[src/rtl/i2c_slave_reg_ctrl_if.sv]
// Signal bundle between the I2C byte engine / register RAM and the register-access controller.
// The slave modport is the controller's view; master is the engine/RAM side.
interface i2c_slave_reg_ctrl_if #(
    parameter int unsigned AW = 5,
    parameter int unsigned DW = 8
);
    logic          start_det;
    logic          stop_det;
    logic          rw;
    logic          rx_valid;
    logic [DW-1:0] rx_byte;
    logic          ack_valid;
    logic          ack_out;
    logic          tx_valid;
    logic [DW-1:0] tx_byte;
    logic          tx_take;
    logic          mack_valid;
    logic          mack;
    logic          ram_w;
    logic [AW-1:0] ram_wadd;
    logic [DW-1:0] ram_din;
    logic          ram_re;
    logic [AW-1:0] ram_radd;
    logic [DW-1:0] ram_dout;
    logic [AW-1:0] ptr;
    logic          busy;

    modport slave (
        input  start_det, stop_det, rw, rx_valid, rx_byte, tx_take, mack_valid, mack, ram_dout,
        output ack_valid, ack_out, tx_valid, tx_byte, ram_w, ram_wadd, ram_din,
               ram_re, ram_radd, ptr, busy
    );

    modport master (
        output start_det, stop_det, rw, rx_valid, rx_byte, tx_take, mack_valid, mack, ram_dout,
        input  ack_valid, ack_out, tx_valid, tx_byte, ram_w, ram_wadd, ram_din,
               ram_re, ram_radd, ptr, busy
    );
endinterface

[src/rtl/i2c_slave_reg_ctrl.sv]
// Register-access controller for the I2C slave: pointer byte + auto-incrementing writes,
// RAM prefetch for master reads, and the ACK/NACK decision for each received byte.
module i2c_slave_reg_ctrl #(
    parameter int unsigned AW         = 5,
    parameter int unsigned DW         = 8,
    parameter int unsigned ADDR_LIMIT = 32
) (
    input  logic                clk,
    input  logic                rst,
    i2c_slave_reg_ctrl_if.slave bus
);
    typedef enum logic [2:0] {
        S_IDLE, S_PTR, S_WDATA, S_RFETCH, S_RWAIT, S_RDATA
    } state_t;

    state_t        r_state,     w_state_nxt;
    logic          r_ack_valid, w_ack_valid_nxt;
    logic          r_ack_out,   w_ack_out_nxt;
    logic          r_tx_valid,  w_tx_valid_nxt;
    logic [DW-1:0] r_tx_byte,   w_tx_byte_nxt;
    logic          r_ram_w,     w_ram_w_nxt;
    logic [AW-1:0] r_ram_wadd,  w_ram_wadd_nxt;
    logic [DW-1:0] r_ram_din,   w_ram_din_nxt;
    logic          r_ram_re,    w_ram_re_nxt;
    logic [AW-1:0] r_ram_radd,  w_ram_radd_nxt;
    logic [AW-1:0] r_ptr,       w_ptr_nxt;
    logic          r_busy,      w_busy_nxt;

    logic [AW-1:0] w_ptr_inc;
    logic          w_rx_in_range;

    assign w_ptr_inc     = (r_ptr == AW'(ADDR_LIMIT - 1)) ? '0 : r_ptr + AW'(1);
    assign w_rx_in_range = (32'(bus.rx_byte) < ADDR_LIMIT);

    // State and registered outputs
    always_ff @(posedge clk) begin
        if (rst) begin
            r_state     <= S_IDLE;
            r_ack_valid <= 1'b0;
            r_ack_out   <= 1'b0;
            r_tx_valid  <= 1'b0;
            r_tx_byte   <= '0;
            r_ram_w     <= 1'b0;
            r_ram_wadd  <= '0;
            r_ram_din   <= '0;
            r_ram_re    <= 1'b0;
            r_ram_radd  <= '0;
            r_ptr       <= '0;
            r_busy      <= 1'b0;
        end else begin
            r_state     <= w_state_nxt;
            r_ack_valid <= w_ack_valid_nxt;
            r_ack_out   <= w_ack_out_nxt;
            r_tx_valid  <= w_tx_valid_nxt;
            r_tx_byte   <= w_tx_byte_nxt;
            r_ram_w     <= w_ram_w_nxt;
            r_ram_wadd  <= w_ram_wadd_nxt;
            r_ram_din   <= w_ram_din_nxt;
            r_ram_re    <= w_ram_re_nxt;
            r_ram_radd  <= w_ram_radd_nxt;
            r_ptr       <= w_ptr_nxt;
            r_busy      <= w_busy_nxt;
        end
    end

    // Next-state and next-output logic; START outranks STOP, STOP outranks byte events
    always_comb begin
        w_state_nxt     = r_state;
        w_ack_valid_nxt = 1'b0;
        w_ack_out_nxt   = r_ack_out;
        w_tx_valid_nxt  = r_tx_valid;
        w_tx_byte_nxt   = r_tx_byte;
        w_ram_w_nxt     = 1'b0;
        w_ram_wadd_nxt  = r_ram_wadd;
        w_ram_din_nxt   = r_ram_din;
        w_ram_re_nxt    = 1'b0;
        w_ram_radd_nxt  = r_ram_radd;
        w_ptr_nxt       = r_ptr;

        if (bus.start_det) begin
            w_tx_valid_nxt = 1'b0;
            w_state_nxt    = bus.rw ? S_RFETCH : S_PTR;
        end else if (bus.stop_det) begin
            w_tx_valid_nxt = 1'b0;
            w_state_nxt    = S_IDLE;
        end else begin
            case (r_state)
                S_PTR: begin
                    if (bus.rx_valid) begin
                        w_ack_valid_nxt = 1'b1;
                        w_ack_out_nxt   = w_rx_in_range;
                        if (w_rx_in_range) begin
                            w_ptr_nxt   = bus.rx_byte[AW-1:0];
                            w_state_nxt = S_WDATA;
                        end else begin
                            w_state_nxt = S_IDLE;
                        end
                    end
                end
                S_WDATA: begin
                    if (bus.rx_valid) begin
                        w_ram_w_nxt     = 1'b1;
                        w_ram_wadd_nxt  = r_ptr;
                        w_ram_din_nxt   = bus.rx_byte;
                        w_ack_valid_nxt = 1'b1;
                        w_ack_out_nxt   = 1'b1;
                        w_ptr_nxt       = w_ptr_inc;
                    end
                end
                S_RFETCH: w_state_nxt = S_RWAIT;
                S_RWAIT: begin
                    w_tx_byte_nxt  = bus.ram_dout;
                    w_tx_valid_nxt = 1'b1;
                    w_ptr_nxt      = w_ptr_inc;
                    w_state_nxt    = S_RDATA;
                end
                S_RDATA: begin
                    if (bus.tx_take) w_tx_valid_nxt = 1'b0;
                    if (bus.mack_valid) w_state_nxt = bus.mack ? S_RFETCH : S_IDLE;
                end
                default: ;
            endcase
        end

        // Every entry into RFETCH issues the read strobe for the current pointer
        if (w_state_nxt == S_RFETCH) begin
            w_ram_re_nxt   = 1'b1;
            w_ram_radd_nxt = r_ptr;
        end

        w_busy_nxt = (w_state_nxt != S_IDLE);
    end

    assign bus.ack_valid = r_ack_valid;
    assign bus.ack_out   = r_ack_out;
    assign bus.tx_valid  = r_tx_valid;
    assign bus.tx_byte   = r_tx_byte;
    assign bus.ram_w     = r_ram_w;
    assign bus.ram_wadd  = r_ram_wadd;
    assign bus.ram_din   = r_ram_din;
    assign bus.ram_re    = r_ram_re;
    assign bus.ram_radd  = r_ram_radd;
    assign bus.ptr       = r_ptr;
    assign bus.busy      = r_busy;
endmodule

[src/flat_wrapper.sv]
// flat-port wrapper written by rule: the top's interface ports become plain ports
module i2c_slave_reg_ctrl_flat 
#(
    parameter int unsigned AW         = 5,
    parameter int unsigned DW         = 8,
    parameter int unsigned ADDR_LIMIT = 32
)
  (clk, rst, bus_start_det, bus_stop_det, bus_rw, bus_rx_valid, bus_rx_byte, bus_tx_take, bus_mack_valid, bus_mack, bus_ram_dout, bus_ack_valid, bus_ack_out, bus_tx_valid, bus_tx_byte, bus_ram_w, bus_ram_wadd, bus_ram_din, bus_ram_re, bus_ram_radd, bus_ptr, bus_busy);
  i2c_slave_reg_ctrl_if #(.AW(AW), .DW(DW)) bus_i ();
  input  logic clk;
  input  logic rst;
  input wire logic [$bits(bus_i.start_det)-1:0] bus_start_det;
  input wire logic [$bits(bus_i.stop_det)-1:0] bus_stop_det;
  input wire logic [$bits(bus_i.rw)-1:0] bus_rw;
  input wire logic [$bits(bus_i.rx_valid)-1:0] bus_rx_valid;
  input wire logic [$bits(bus_i.rx_byte)-1:0] bus_rx_byte;
  input wire logic [$bits(bus_i.tx_take)-1:0] bus_tx_take;
  input wire logic [$bits(bus_i.mack_valid)-1:0] bus_mack_valid;
  input wire logic [$bits(bus_i.mack)-1:0] bus_mack;
  input wire logic [$bits(bus_i.ram_dout)-1:0] bus_ram_dout;
  output wire logic [$bits(bus_i.ack_valid)-1:0] bus_ack_valid;
  output wire logic [$bits(bus_i.ack_out)-1:0] bus_ack_out;
  output wire logic [$bits(bus_i.tx_valid)-1:0] bus_tx_valid;
  output wire logic [$bits(bus_i.tx_byte)-1:0] bus_tx_byte;
  output wire logic [$bits(bus_i.ram_w)-1:0] bus_ram_w;
  output wire logic [$bits(bus_i.ram_wadd)-1:0] bus_ram_wadd;
  output wire logic [$bits(bus_i.ram_din)-1:0] bus_ram_din;
  output wire logic [$bits(bus_i.ram_re)-1:0] bus_ram_re;
  output wire logic [$bits(bus_i.ram_radd)-1:0] bus_ram_radd;
  output wire logic [$bits(bus_i.ptr)-1:0] bus_ptr;
  output wire logic [$bits(bus_i.busy)-1:0] bus_busy;
  assign bus_i.start_det = bus_start_det;
  assign bus_i.stop_det = bus_stop_det;
  assign bus_i.rw = bus_rw;
  assign bus_i.rx_valid = bus_rx_valid;
  assign bus_i.rx_byte = bus_rx_byte;
  assign bus_i.tx_take = bus_tx_take;
  assign bus_i.mack_valid = bus_mack_valid;
  assign bus_i.mack = bus_mack;
  assign bus_i.ram_dout = bus_ram_dout;
  assign bus_ack_valid = bus_i.ack_valid;
  assign bus_ack_out = bus_i.ack_out;
  assign bus_tx_valid = bus_i.tx_valid;
  assign bus_tx_byte = bus_i.tx_byte;
  assign bus_ram_w = bus_i.ram_w;
  assign bus_ram_wadd = bus_i.ram_wadd;
  assign bus_ram_din = bus_i.ram_din;
  assign bus_ram_re = bus_i.ram_re;
  assign bus_ram_radd = bus_i.ram_radd;
  assign bus_ptr = bus_i.ptr;
  assign bus_busy = bus_i.busy;
  i2c_slave_reg_ctrl #(.AW(AW), .DW(DW), .ADDR_LIMIT(ADDR_LIMIT)) u_core (.clk(clk), .rst(rst), .bus(bus_i));
endmodule
[config.mk]
export PLATFORM = sky130hd
export DESIGN_NAME = i2c_slave_reg_ctrl_flat
export DESIGN_NICKNAME = d
export VERILOG_FILES = /design/src/rtl/i2c_slave_reg_ctrl_if.sv /design/src/rtl/i2c_slave_reg_ctrl.sv /design/src/flat_wrapper.sv
export SDC_FILE = /design/constraint.sdc
export NUM_CORES = 1
export LEC_CHECK = 0
export CAP_MARGIN = 25
export CORE_MARGIN = 1
export CORE_UTILIZATION = 44
export CTS_CLUSTER_DIAMETER = 150
export CTS_CLUSTER_SIZE = 10
export DETAILED_ROUTE_END_ITERATION = 12
export PLACE_DENSITY_LB_ADDON = 0.3
export SETUP_SLACK_MARGIN = 0.5
export SLEW_MARGIN = 25
export SYNTH_ARGS = -nofsm -noshare
export SYNTH_HDL_FRONTEND = slang
export SYNTH_SLANG_ARGS = --single-unit
[constraint.sdc]
create_clock -name clk -period 2.83 [get_ports clk]
set_clock_uncertainty 0.1 [all_clocks]
set_input_delay 0.849 -clock clk [delete_from_list [all_inputs] [get_ports clk]]
set_output_delay 0.849 -clock clk [all_outputs]
set_load 0.02 [all_outputs]
Word-level counts from Yosys, hierarchy flattened. Cells that the tools add are included.

Bits in registers: 40. Bits in latches: 0. Memory bits (writable): 0. ROM bits: 0. Word-level logic and storage cells: 62. Memories kept: 0.

Add/subtract/negate cells: 1. Multipliers: 0. Div/mod/pow operators: 0. Magnitude comparators: 1. Equality and inequality tests: 11. Shift-type cells: 0. Muxes and demuxes: 20. Bitwise logic cells: 4. Reduce and logical (&&, ||, !) cells: 13.

Operators by type and width (count): 2-to-1 mux 5 bit (4); case mux 5 bit (3 select lines) (1); 2-to-1 mux 3 bit (4); case mux 3 bit (4 select lines) (1); == test 3 x 2 -> 1 bit, second input constant (3); < comparator 8 x 6 -> 1 bit, second input constant (1); OR reduction 4 bit (2); == test 3 bit, second input constant (2); 2-to-1 mux 2 bit (3); != test 2 bit, second input constant (3); AND reduction 6 bit (1); nonzero test 3 bit (2); adder 5 x 1 -> 5 bit, second input constant (1); == test 5 bit, second input constant (1); 2-to-1 mux 1 bit (5); AND reduction 5 bit (1); inverter 1 bit (4); case mux 1 bit (2 select lines) (2); AND reduction 4 bit (1); nonzero test 2 bit (2); == test 3 x 1 -> 1 bit, second input constant (1); AND reduction 3 bit (1); OR reduction 3 bit (1); != test 2 x 1 -> 1 bit, second input constant (1); other kinds (2) (2).

Depth between registers and ports, before layout. Gate-level depths: netlist (run 1).

Depth after elaboration: 8. Gate-level depth with buffers: 8. Mapped depth without buffers: 7.

Worst setup path after synthesis (run 1). No wires, ideal clock.

Kind: in2reg. From: in bus_rx_byte[7]. To: reg u_core.r_ptr[0], in the netlist u_core.bus.ptr[0]. Setup time: 129 ps. Data arrival time: 2422 ps. Data required time: 2601 ps. Slack: 178 ps. Stages on the path: 5. Path buffers: 0. Path through: or4b_1 -> or4b_4 -> a21oi_4 -> o311ai_1 -> nor3b_1.

Longest elaborated chain between the ends: 3.

Ends and longest elaborated chain: from (decl) (RTL line flat_wrapper.sv:16) `input wire logic [$bits(bus_i.rx_byte)-1:0] bus_rx_byte;`; < comparator 8 x 6 -> 1 bit (RTL line i2c_slave_reg_ctrl.sv:33) `assign w_rx_in_range = (32'(bus.rx_byte) < ADDR_LIMIT);`; != test 2 x 1 -> 1 bit (no line); AND reduction 6 bit (no line); to (signal assigned) (RTL line i2c_slave_reg_ctrl.sv:61) `r_ptr <= w_ptr_nxt;`; to (decl) (RTL line i2c_slave_reg_ctrl.sv:26) `logic [AW-1:0] r_ptr, w_ptr_nxt;`.

No other way between the ends. A chain may end at the register's enable or synchronous reset.

Final worst setup path (run 1).
From: in bus_rx_byte[6]. To: reg u_core.r_ptr[0], in the netlist u_core.bus.ptr[0].

The elaborated chain is that of the path after synthesis.

==> results.sh, run 1 <==
export IMPL_boundaryPins=62
export IMPL_status="completed"
export IMPL_crit_path_max_fanout=5
export IMPL_crit_slowest_cell="or4b_4"
export IMPL_drt_total_wl_um=4330
export IMPL_ir_drop_mv=0.360
export IMPL_cts_buffers_inserted=5
export IMPL_grt_util_all_layers_pct=22.2
export IMPL_timing_critical_path_to_type="flop"
export IMPL_routed_wire_per_std_cell_um=13.2
export IMPL_cp_startpoint="bus_rx_byte[6]"
export IMPL_flow_area_growth_from_synthesis_pct=53.0
export IMPL_worst_path_largest_cell_delay_ns=0.53
export IMPL_critical_path_reg2reg_startpoint="u_core.r_state[0]"
export IMPL_yosys_warnings=0
export IMPL_pwr_density_cell_nw_per_um2=449
export IMPL_drt_pass1_iter_count=4
export IMPL_clock_root_buffer="clkbuf_8"
export IMPL_timing_fmax_ghz=0.413
export IMPL_post_route_cells_drive_above_1_share_pct=16.4
export IMPL_clockBufferDepth=2
export IMPL_clock_insertion_delay_worst_skew_ns=0.30
export IMPL_hold_buffers_post_cts=0
export IMPL_critical_path_class="in -> reg"
export IMPL_number_of_antenna_violations_at_the_first_check_in_global_routing=0
export IMPL_cts_sinks=40
export IMPL_maxSlewHeadroom_pct=60.6
export IMPL_setup_worst_path_start_class="primary input"
export IMPL_remaining_drc_errors=0
export IMPL_antenna_cells_inserted=0
export IMPL_via_count_of_the_first_global_routing_pass=1605
export IMPL_routabilityCongestion=0.794
export IMPL_die_area_sq_um=4230
export IMPL_cts_reportedPaths_clkPinSlew_ns=0.08
export IMPL_fillers=319
export IMPL_vias=1736
export IMPL_maximum_level_of_the_cts_h_tree=2
export IMPL_multi_input_gate_area_in_the_final_layout_sq_um=946
export IMPL_instances_no_fill=329
export IMPL_drv_cap=0
export IMPL_worstPathRequired_ns=2.91
export IMPL_grt_setup_unrepaired="yes"
export IMPL_synth_yosys_seq_area_share_pct=45.8
export IMPL_netlist_instances=206
export IMPL_timing_hold_worst_start="u_core.bus.ram_wadd[1]"
export IMPL_y_dimension_of_the_die_um=65.1
export IMPL_synth_area_per_cell_sq_um=8.49
export IMPL_vias_per_cell=5.28
export IMPL_post_place_ws_ns=-0.324
export IMPL_mappedNetlistArea_sq_um=1750
export IMPL_min_period_over_period_pct=85.5
export IMPL_seqCellArea_sq_um=801
export IMPL_coreArea_sq_um=3740
export IMPL_fin_nets=307
export IMPL_timing_worst_slew_pin_value_ns=0.591
export IMPL_finalMaxSlewViolations=0
export IMPL_total_nets_after_synthesis=233
export IMPL_placementRows=22
export IMPL_setup_violations_final=0
export IMPL_cellLeakagePower_uw=0.000986
export IMPL_path_common_cell="or4b_4"
export IMPL_start_util_pct=46.7
export IMPL_portBuffers=61
export IMPL_critical_path_arrival_ns=2.50
export IMPL_synth_seq_cells=40
export IMPL_overflow=0
export IMPL_fp_dieW_um=65.1
export IMPL_min_path_type="reg -> reg"
export IMPL_timing_final_crit_period_ns=2.42
export IMPL_hold_viol=0
export IMPL_path_cells="buf_6, or4b_4, or4b_4, a21oi_4, o311ai_1, nor3b_2"
export IMPL_placed_cells=319
export IMPL_ant_nets=0
export IMPL_cts_tree="done"
export IMPL_detailedRoute_firstIterationViolations=78
export IMPL_dpl_hpwl_um=2970
export IMPL_pin_count_of_the_biggest_net_entering_global_routing=35
export IMPL_final_setup_worst_slack_ns=0.409
export IMPL_grt_first_pass_wirelength_um=7150
export IMPL_post_synth_num_cell_types=36
## repair_timing
action / CTS / global route
gates cloned: 1 / 0
pin swaps: 10 / 10
resized for setup: 31 / 7
setup buffers: 1 / 0
setup endpoints to repair: 29 / 17
## logic make-up after synthesis
| family | synth area share, % |
|---|---|
| muxes | 4.65 |
| buffers and inverters | 3.29 |
| DFF | 45.8 |
| AOI/OAI and AO/OA | 12.6 |
| adders and majority gates | 1.43 |
| xor gates and xnor gates | 1.50 |
| and+or+nand+nor | 30.8 |
## cells in the final DEF (no fill, tap or decap), types with 3 or more instances in the layout
cell,netlist,routed
or4b_4,1,3
dlygate4sd2_1,0,6
nand2b_1,11,11
a211oi_1,3,3
mux2i_1,7,7
buf_4,0,17
buf_6,0,4
nor2_1,14,14
dfxtp_1,40,40
a21oi_1,27,26
nand3_1,10,10
nor3_1,7,6
nand2_1,40,40
clkbuf_8,0,7
clkdlybuf4s50_1,0,48
## final cells by class
type | count | share of cell area, %
Clock buffer | 7 | 3.60
Clock inverter | 1 | 1.12
Multi-Input combinational cell | 153 | 35.3
Sequential cell | 40 | 29.9
Tap cell | 48 | 2.24
Timing Repair Buffer | 80 | 27.8
## worst max-delay path: cells and delay by family
| kind | cells | cell delay, ns |
|---|---|---|
| AOI/OAI and AO/OA | 2 | 0.34 |
| buffers and inverters | 1 | 0.09 |
| and+or+nand+nor | 3 | 1.22 |
## routing by layer
metal,vias up,part of all wire (%),global-route usage (%)
li1,859,-,-
met1,806,43,25.5
met2,64,48,38.4
met3,7,8.2,7.57
met4,0,1.2,6.79
met5,-,0,0
## power breakdown
group          total (uW)  internal [uW]  switching, uW
registers             573            567           5.72
clock network         510            311            199
logic                 119           65.7           53.0
## worst paths after layout
| check | endpoint | cells after the start | slack, ns |
|---|---|---|---|
| hold / removal | u_core.bus.ram_wadd[1] | 2 | 0.35 |
| setup / recovery | u_core.bus.ptr[0] | 6 | 0.41 |
| setup reg to reg | u_core.bus.ptr[0] | 5 | 0.79 |
| hold reg to reg | u_core.bus.ram_wadd[1] | 2 | 0.35 |
## sequential cells by signal (all words and copies together), names as in the netlist
name and count:
u_core.bus.ack_out 1, u_core.r_state 3, u_core.bus.ptr 5, u_core.bus.ack_valid 1, u_core.bus.ram_din 8, u_core.bus.busy 1, u_core.bus.ram_re 1, u_core.bus.ram_wadd 5
u_core.bus.tx_valid 1, u_core.bus.ram_w 1, u_core.bus.tx_byte 8, u_core.bus.ram_radd 5
## cells in the mapped netlist
cell type | n | area, sq um
nor3b_4 | 1 | 18.8
a21oi_1 | 27 | 135
dfxtp_1 | 40 | 801
buf_2 | 4 | 20.0
nand2_1 | 40 | 150
nand2b_1 | 11 | 68.8
xnor2_1 | 1 | 8.76
nand3b_1 | 2 | 15.0
mux2i_1 | 7 | 70.1
or4b_1 | 2 | 20.0
o311ai_1 | 1 | 8.76
ha_1 | 2 | 25.0
a31oi_1 | 1 | 6.26
nand3_1 | 10 | 50.1
o21bai_1 | 1 | 7.51
clkbuf_1 | 9 | 33.8
nor2b_1 | 2 | 12.5
a22o_1 | 1 | 8.76
or2_2 | 1 | 6.26
nor4b_1 | 1 | 8.76
nor3b_2 | 1 | 12.5
xor2_1 | 2 | 17.5
and3_1 | 1 | 6.26
nor3_1 | 7 | 35.0
buf_1 | 1 | 3.75
nor3b_1 | 3 | 22.5
nor4bb_1 | 3 | 30.0
a21bo_1 | 1 | 10.0
nor2_1 | 14 | 52.6
a21oi_4 | 1 | 16.3
o21ai_1 | 1 | 5.00
mux2_2 | 1 | 11.3
or4b_4 | 1 | 13.8
or3b_1 | 1 | 8.76
or3_1 | 1 | 6.26
a211oi_1 | 3 | 22.5
## through the flow
step	hold slack (ns)	TNS (ns)	util [%]	cell area, sq um	total power [uW]
final	0.352	0	71.5	2680	1200
after global routing	0.375	0	71.5	2680	1250
after CTS	0.355	0	71.5	2680	1210
after detailed placement	0.344	-1.34	66.9	2500	701
after global placement	0.338	-1.12	66.9	2500	699
after floorplan	0.428	0	-	1770	635
Note: power is estimated with default switching activity, not from simulation.
==> run 2, diff against run 1 <==
--- a/config.mk
+++ b/config.mk
@@ -12,7 +12,7 @@
 export CTS_CLUSTER_SIZE = 10
 export DETAILED_ROUTE_END_ITERATION = 12
 export PLACE_DENSITY_LB_ADDON = 0.3
-export SETUP_SLACK_MARGIN = 0.5
+export SETUP_SLACK_MARGIN = 0.4
 export SLEW_MARGIN = 25
 export SYNTH_ARGS = -nofsm -noshare
 export SYNTH_HDL_FRONTEND = slang
==> run 2 against run 1 <==
Effect of this change:
- non-clock buffer count up 10
- maximum frequency down 1.1%
- sequential cell count unchanged
- die area unchanged
- final cell count up 3.0%
- worst setup slack worse by 0.027 ns
- final area up 5.0%
- power up 0.42%
- wire length up 7.1%
- via count up 1.4%
- sequential power about the same
- worst hold slack better by 0.0052 ns
- largest power group unchanged
- highest routed layer unchanged
==> results.sh, run 2 (same netlist as run 1, synthesis figures left out) <==
export IMPL_critical_path_n_buffers_inverters=1
export IMPL_pwr_density_cell_nw_per_um2=429
export IMPL_y_dimension_of_the_die_um=65.1
export IMPL_maximum_level_of_the_cts_h_tree=2
export IMPL_globalRouteMet1Util_pct=29.5
export IMPL_overflow=0
export IMPL_mostFrequentLayoutCell="clkdlybuf4s50_1"
export IMPL_remaining_drc_errors=0
export IMPL_die_area_sq_um=4230
export IMPL_cellLeakagePower_uw=0.00105
export IMPL_finalMaxSlewViolations=0
export IMPL_start_util_pct=46.7
export IMPL_antenna_cells_inserted=0
export IMPL_min_period_over_period_pct=86.5
export IMPL_critical_path_arrival_ns=2.52
export IMPL_layout_cells_most_common_list="clkdlybuf4s50_1, nand2_1, dfxtp_1"
export IMPL_hold_viol=0
export IMPL_maxSlewHeadroom_pct=61.1
export IMPL_power_switching_uw=256
export IMPL_pin_count_of_the_biggest_net_entering_global_routing=27
export IMPL_grt_first_pass_wirelength_um=7780
export IMPL_timing_worst_slew_pin_value_ns=0.582
export IMPL_cts_tree="done"
export IMPL_clock_root_buffer="clkbuf_8"
export IMPL_crit_slowest_cell="or4b_4"
export IMPL_min_path_type="reg -> reg"
export IMPL_ir_drop_mv=0.369
export IMPL_share_comb_of_total_power_pct=10.5
export IMPL_hold_buffers_post_cts=0
export IMPL_worst_path_largest_cell_delay_ns=0.54
export IMPL_ant_nets=0
export IMPL_clock_insertion_delay_worst_skew_ns=0.29
export IMPL_cts_sinks=40
export IMPL_flow_area_growth_from_synthesis_pct=60.7
export IMPL_crit_path_max_fanout=5
export IMPL_timing_fmax_ghz=0.409
export IMPL_drt_pass1_iter_count=5
export IMPL_drv_cap=0
export IMPL_worstPathRequired_ns=2.91
export IMPL_post_route_cells_drive_above_1_share_pct=19.6
export IMPL_timing_final_crit_period_ns=2.45
export IMPL_grt_setup_unrepaired="yes"
export IMPL_clock_network_power_share_pct=42.0
export IMPL_fin_nets=317
export IMPL_coreArea_sq_um=3740
export IMPL_grtUsageMet2_pct=40.2
export IMPL_grt_most_used_layer="met2"
export IMPL_boundaryPins=62
export IMPL_switching_share_pct=21.2
export IMPL_routabilityCongestion=0.834
export IMPL_path_cells="buf_6, or4b_4, or4b_4, a21oi_4, o311ai_2, nor3b_2"
export IMPL_routed_wire_per_std_cell_um=13.7
export IMPL_path_common_cell="or4b_4"
export IMPL_critical_path_class="in -> reg"
export IMPL_cell_family_with_the_largest_share_of_critical_path_delay="simple AND/OR/NAND/NOR gates"
export IMPL_placementRows=22
export IMPL_p_seq_share_pct=47.5
export IMPL_portBuffers=61
export IMPL_layout_core_utilization_pct=75.1
export IMPL_grt_met3_usage_pct=7.75
export IMPL_cts_buffers_inserted=5
export IMPL_final_setup_worst_slack_ns=0.382
export IMPL_holdWs_ns=0.357
export IMPL_drt_total_wl_um=4630
export IMPL_status="completed"
export IMPL_setup_violations_final=0
export IMPL_fp_dieW_um=65.1
export IMPL_dpl_hpwl_um=2970
export IMPL_grt_util_all_layers_pct=24.1
export IMPL_post_place_ws_ns=-0.277
export IMPL_vias=1760
export IMPL_cell_internal_pwr_uw=951
export IMPL_cts_reportedPaths_clkPinSlew_ns=0.07
export IMPL_detailedRoute_firstIterationViolations=98
export IMPL_clockBufferDepth=2
export IMPL_number_of_antenna_violations_at_the_first_check_in_global_routing=0
export IMPL_timing_critical_path_to_type="flop"
export IMPL_via_count_of_the_first_global_routing_pass=1686
export IMPL_vias_per_cell=5.19
export IMPL_setup_worst_path_start_class="primary input"
[run 2: worst paths after layout]
path	start	endpoint	slack (ns)	depth (start not counted)
hold reg to reg	u_core.bus.ram_din[0]	u_core.bus.ram_din[0]	0.36	2
hold / removal	u_core.bus.ram_din[0]	u_core.bus.ram_din[0]	0.36	2
setup reg to reg	u_core.r_state[2]	u_core.bus.ram_din[1]	0.73	5
setup / recovery	bus_rx_byte[6]	u_core.bus.ptr[0]	0.38	6
[run 2: per-layer routing]
layer	wire [um]	part of all wire, %	up-vias
met5	0	0	-
met4	29	0.63	0
met3	279	6.0	4
met2	2330	50	55
met1	2000	43	827
li1	-	-	874
[run 2: worst register-to-register path, cell delays in order (launching register included)]
cell	delay [ns]
dfxtp_1	0.42
or4b_4	0.60
or3b_4	0.45
bufbuf_16	0.28
nand2_1	0.06
a21oi_1	0.06
[run 2: stage by stage]
stage	instances	setup TNS [ns]	total power [uW]	cell area (sq um)
2_1_floorplan	206	0	635	1770
3_5_place_dp	323	-1.39	703	2530
3_3_place_gp	323	-1.10	702	2530
5_1_grt	339	0	1260	2810
4_1_cts	337	0	1210	2780
6_report	339	0	1210	2810
[run 2: what timing repair did]
action                     CTS  global route
buffers inserted             3             2
gates resized for setup     31             7
gates cloned                 3             0
setup endpoints to repair   23            16
pin swaps                    9             9
[run 2: area by class of cell]
type	count	area, sq um
clock inverter	1	30.0
clock buffer	7	96.3
sequential	40	801
timing repair buffer	90	868
tap	48	60.1
multi-input combinational	153	956
fill	292	932
[run 2: power groups by stage]
stage          Sequential (uW)  Clock [uW]  Combinational, uW
6_report                   573         507                127
5_1_grt                    574         546                136
4_1_cts                    573         515                125
3_5_place_dp               585           0                117
3_3_place_gp               586           0                116
2_1_floorplan              588           0               46.8
